$ cat src/rtl/demux_pkg.sv
// ---------------------------------------------------------------------------
// demux_pkg -- channel count, select width and channel indices for stream_demux4
// Rev 1.0
// ---------------------------------------------------------------------------
`default_nettype none

package demux_pkg;
  localparam int CH_NUM = 4;
  localparam int SEL_W  = 2;

  localparam int CH0 = 0;
  localparam int CH1 = 1;
  localparam int CH2 = 2;
  localparam int CH3 = 3;

  typedef logic [SEL_W-1:0] sel_t;
endpackage

`default_nettype wire

$ cat src/rtl/demux_slot.sv
// ---------------------------------------------------------------------------
// demux_slot -- one output channel: data register, valid bit, delivered counter
// Rev 1.0
// ---------------------------------------------------------------------------
`default_nettype none

module demux_slot #(
  parameter int SIZE  = 32,
  parameter int CNT_W = 8
) (
  input  logic             clk,
  input  logic             rst_n,
  input  logic             flush,
  input  logic             load,
  input  logic [SIZE-1:0]  in_data,
  input  logic             out_ready,
  output logic [SIZE-1:0]  out_data,
  output logic             out_valid,
  output logic [CNT_W-1:0] count
);

  logic [SIZE-1:0]  data_q,  data_d;
  logic             valid_q, valid_d;
  logic [CNT_W-1:0] count_q, count_d;
  logic             deliver;

  assign deliver = valid_q && out_ready;

  // A load never coincides with flush because in_ready is forced low then.
  always_comb begin
    data_d  = data_q;
    valid_d = valid_q;
    count_d = count_q;
    if (load) begin
      data_d = in_data;
    end
    if (flush) begin
      valid_d = 1'b0;
    end else if (load) begin
      valid_d = 1'b1;
    end else if (deliver) begin
      valid_d = 1'b0;
    end
    if (deliver) begin
      count_d = count_q + CNT_W'(1);
    end
  end

  always_ff @(posedge clk or negedge rst_n) begin
    if (!rst_n) begin
      data_q  <= '0;
      valid_q <= 1'b0;
      count_q <= '0;
    end else begin
      data_q  <= data_d;
      valid_q <= valid_d;
      count_q <= count_d;
    end
  end

  assign out_data  = data_q;
  assign out_valid = valid_q;
  assign count     = count_q;

endmodule

`default_nettype wire

$ cat src/rtl/stream_demux4.sv
// ---------------------------------------------------------------------------
// stream_demux4 -- routes one valid/ready input stream to four buffered channels
// Rev 1.0
// ---------------------------------------------------------------------------
`default_nettype none

module stream_demux4
  import demux_pkg::*;
#(
  parameter int SIZE  = 32,
  parameter int CNT_W = 8
) (
  input  logic              clk,
  input  logic              rst_n,
  input  logic              flush,
  input  logic [SIZE-1:0]   in_data,
  input  logic [SEL_W-1:0]  in_sel,
  input  logic              in_valid,
  output logic              in_ready,
  output logic [SIZE-1:0]   out_data0,
  output logic [SIZE-1:0]   out_data1,
  output logic [SIZE-1:0]   out_data2,
  output logic [SIZE-1:0]   out_data3,
  output logic [CH_NUM-1:0] out_valid,
  input  logic [CH_NUM-1:0] out_ready,
  output logic [CNT_W-1:0]  count0,
  output logic [CNT_W-1:0]  count1,
  output logic [CNT_W-1:0]  count2,
  output logic [CNT_W-1:0]  count3
);

  logic              accept;
  logic [CH_NUM-1:0] load;
  logic [SIZE-1:0]   slot_data  [CH_NUM];
  logic [CNT_W-1:0]  slot_count [CH_NUM];

  // A full slot still accepts when it is being drained in the same cycle.
  assign in_ready = !flush && (!out_valid[in_sel] || out_ready[in_sel]);
  assign accept   = in_valid && in_ready;

  always_comb begin
    load = '0;
    if (accept) begin
      load[in_sel] = 1'b1;
    end
  end

  for (genvar i = 0; i < CH_NUM; i++) begin : g_slot
    demux_slot #(
      .SIZE  (SIZE),
      .CNT_W (CNT_W)
    ) u_slot (
      .clk       (clk),
      .rst_n     (rst_n),
      .flush     (flush),
      .load      (load[i]),
      .in_data   (in_data),
      .out_ready (out_ready[i]),
      .out_data  (slot_data[i]),
      .out_valid (out_valid[i]),
      .count     (slot_count[i])
    );
  end

  assign out_data0 = slot_data[CH0];
  assign out_data1 = slot_data[CH1];
  assign out_data2 = slot_data[CH2];
  assign out_data3 = slot_data[CH3];
  assign count0    = slot_count[CH0];
  assign count1    = slot_count[CH1];
  assign count2    = slot_count[CH2];
  assign count3    = slot_count[CH3];

endmodule

`default_nettype wire

$ cat config.mk
export PLATFORM = sky130hd
export DESIGN_NAME = stream_demux4
export DESIGN_NICKNAME = d
export VERILOG_FILES = /design/src/rtl/demux_pkg.sv /design/src/rtl/demux_slot.sv /design/src/rtl/stream_demux4.sv
export SDC_FILE = /design/constraint.sdc
export NUM_CORES = 1
export LEC_CHECK = 0
export ABC_AREA = 1
export ABC_CLOCK_PERIOD_IN_PS = 1280
export CAP_MARGIN = 5
export CORE_ASPECT_RATIO = 1.5
export CORE_MARGIN = 5
export CORE_UTILIZATION = 42
export CTS_BUF_LIST = sky130_fd_sc_hd__clkbuf_16
export CTS_CLUSTER_SIZE = 8
export DETAILED_ROUTE_END_ITERATION = 12
export GPL_TIMING_DRIVEN = 1
export HOLD_SLACK_MARGIN = 0.05
export PLACE_DENSITY = 0.88
export SYNTH_ARGS = -nofsm -noshare
export SYNTH_HDL_FRONTEND = slang
export SYNTH_SLANG_ARGS = --single-unit
$ cat constraint.sdc
create_clock -name clk -period 1.28 [get_ports clk]
set_input_delay 0.128 -clock clk [delete_from_list [all_inputs] [get_ports clk]]
set_output_delay 0.128 -clock clk [all_outputs]
set_load 0.01 [all_outputs]
==> flow_metrics.py <==
metrics = {
    "global_route": {
        "overflow": 0,
        "grt_pass1_wl_microns": 32300,
        "grt_pass1_vias": 6158,
        "gr-usage-all-layers": 0.225,
        "grt_max_degree": 39,
        "antenna_found_initial": 0,
    },
    "sta": {
        "hold_ws_ns": 0.189,
        "rsz0062_at_grt": "true",
        "fmax_mhz": 632,
        "worst_pin_slew_ns": 0.385,
        "final.setup.worst_slack_ns": -0.302,
        "slew-limit-headroom": 0.743,
        "setup_viol": 139,
        "fin_crit_ns": 1.58,
        "timing.final.crit_share": 1.24,
        "hold_viol": 0,
        "slew_viol_final": 0,
        "fin_tns_setup_ns": -30.71,
        "fin_worst_skew_ns": 0.0136,
    },
    "placement": {
        "gp_congestion": 0.843,
        "port_buffers": 206,
        "placed_cell_area_sq_um": 9160,
        "dp.final_hpwl_microns": 14400,
    },
    "synth": {
        "synth_edf_count": 0,
        "synth_top_area_cell": "dfrtp_1",
        "synth_seq_area_share": 0.623,
        "ys_top_cells_by_count": "nand2_1, dfrtp_1, buf_4, inv_1, xor2_1",
        "synth_top_area_share": 0.623,
        "yosysMostFrequentCell": "nand2_1",
        "async_flop_share": 1.00,
        "yosys_warnings": 0,
        "synth-seq-cells": 164,
        "syn_nets": 763,
        "ys_dominant_reg_cell": "dfrtp_1",
        "syn_inst": 717,
        "synth_area_per_cell_sq_um": 9.18,
        "yosys-top-cells-area": "dfrtp_1, nand2_1, buf_4",
        "syn-cell-area_sq_um": 6580,
        "ys_types": 22,
    },
    "floorplanning": {
        "core-area_sq_um": 15600,
        "initial_utilization": 0.423,
        "ios": 207,
        "rows": 56,
        "dieArea_sq_um": 18300,
        "die_y_microns": 163,
        "die_x_microns": 112,
    },
    "power": {
        "power_density_nw_per_um2": 1680,
        "finalPower_w": 0.0171,
        "p_leak_nw": 5.66,
        "peakVddDrop_uv": 823,
    },
    "clocking": {
        "cts_tree": "yes",
        "cts_buffers": 17,
        "clk_latency_ns": 0.42,
        "cts_buffer_depth": 2,
        "h-tree-depth": 4,
        "clock_sinks": 164,
        "root_buffer": "clkbuf_16",
        "clk_pin_slew_ns": 0.07,
    },
    "routing": {
        "vias": 5951,
        "drc_errors": 0,
        "first_pass_iters": 5,
        "drtIter0Drc": 331,
        "vias_per_cell": 4.94,
        "ant_nets": 0,
        "wl_per_cell_microns": 18.2,
        "wl_microns": 21900,
    },
    "finish": {
        "utilization": 0.657,
        "nNetsFinal": 1035,
        "antenna_cells": 0,
        "drive_gt1_frac": 0.177,
        "area_growth_pct": 55.2,
        "fin_area_sq_um": 10200,
        "n_fill_cell": 1219,
    },
    "setup_path": {
        "worstPathArrival_ns": 1.89,
        "cp.required_ns": 1.59,
        "crit_type": "register to register",
        "crit_fanout": 16,
        "endpoint_kind": "register",
        "critPathLaunchType": "register",
    },
    "run_status": {
        "outcome": "finished, violations left",
        "violations": "negative setup slack",
    },
    "min_path": {
        "hold_class": "input pin to asynchronous set/reset pin",
    },
    "run": {
        "maxCapViolCount": 0,
    },
}
==> logic make-up (layout without fill, tap and decap cells) <==
logic type,Yosys count,in the layout,synth area share
XOR/XNOR,27,27,0.0359
buffers and inverters,56,341,0.0473
AND/OR/NAND/NOR,458,458,0.275
multiplexers,3,3,0.00513
flip-flops,164,164,0.623
AO/OA/AOI/OAI,5,5,0.00532
adder cells (fa/ha/maj),4,4,0.00760
==> sequential cells by signal (all words and copies together) (netlist names) <==
signal and flops:
g_slot.u_slot.count 32, g_slot.u_slot.out_data 128, g_slot.u_slot.out_valid 4
==> worst max-delay path, cell delays in order (launching register included) <==
cell and delay, ns:
dfrtp_1 0.42, nand2_1 0.08, nand2_1 0.05, nand2_1 0.06, nand2_2 0.08, nand2_4 0.11, buf_4 0.11, nand4_1 0.09
buf_6 0.16, clkbuf_16 0.19, nand2_1 0.09, nand2_1 0.05
==> final timing paths <==
| kind | startpoint | slack [ns] | cells after the start | endpoint |
|---|---|---|---|---|
| min in group clk | in_data[5] | 0.33 | 3 | g_slot[2].u_slot.out_data[5] |
| max in group asynchronous | rst_n | 0.49 | 3 | g_slot[3].u_slot.out_data[25] |
| setup / recovery | g_slot[2].u_slot.out_valid | -0.30 | 11 | g_slot[2].u_slot.out_data[29] |
| setup reg to reg | g_slot[2].u_slot.out_valid | -0.30 | 11 | g_slot[2].u_slot.out_data[29] |
| hold / removal | rst_n | 0.19 | 2 | g_slot[3].u_slot.count[7] |
| hold reg to reg | g_slot[3].u_slot.count[7] | 0.47 | 1 | g_slot[3].u_slot.count[7] |
==> metal layers <==
| metal | global-route usage | part of all wire | routed length, microns | up-vias |
|---|---|---|---|---|
| li1 | - | - | - | 2727 |
| met1 | 0.254 | 0.36 | 7950 | 2894 |
| met2 | 0.395 | 0.53 | 11500 | 242 |
| met3 | 0.0382 | 0.046 | 1010 | 88 |
| met4 | 0.138 | 0.064 | 1410 | 0 |
| met5 | 0 | 0 | 0 | - |
==> through the flow <==
stage / setup slack [ns] / instances
after floorplan: -0.0579 / 717
after global placement: -0.707 / 1142
after detailed placement: -0.738 / 1142
after CTS: -0.257 / 1187
after global routing: -0.388 / 1205
final: -0.302 / 1205
==> area by class of cell <==
class	instances	area [sq um]	share of cell area
clock buffers	17	425	0.0416
clock inverters	15	195	0.0191
multi-input cells	497	2430	0.238
flip-flops and latches	164	4110	0.402
repair buffers	282	2700	0.264
inverters	27	104	0.0102
well taps	203	254	0.0249
==> cells in the final DEF (no fill, tap or decap), types with 4 or more instances in the layout <==
master,Yosys,layout
buf_12,0,11
buf_2,3,4
buf_4,26,43
buf_6,0,16
buf_8,0,4
clkbuf_16,0,19
clkdlybuf4s15_1,0,13
clkdlybuf4s50_1,0,38
dfrtp_1,164,163
dlygate4sd2_1,0,147
inv_1,26,26
inv_6,0,4
nand2_1,420,391
nand2_2,1,21
nand2_4,0,9
nand3_1,10,5
nand3_2,0,4
nand4_1,7,7
nor2_2,2,5
nor2_4,4,5
xnor2_1,10,10
xor2_1,17,17
==> where the power goes <==
group / leakage, nW / internal [W] / total [W] / switching, W
Clock: 0.302 / 0.00314 / 0.00542 / 0.00228
Combinational: 3.28 / 0.00218 / 0.00468 / 0.00250
Sequential: 2.07 / 0.00631 / 0.00703 / 0.000720
Total: 5.66 / 0.0116 / 0.0171 / 0.00550
==> timing repair <==
item	4_1_cts	5_1_grt
gates resized for setup	200	94
endpoints found under the setup margin	304	159
gates cloned	1	3
hold buffers	1	0
setup buffers	12	16
pin swaps	2	25
endpoints found under the hold margin	164	0
Note: power is estimated with default switching activity, not from simulation.
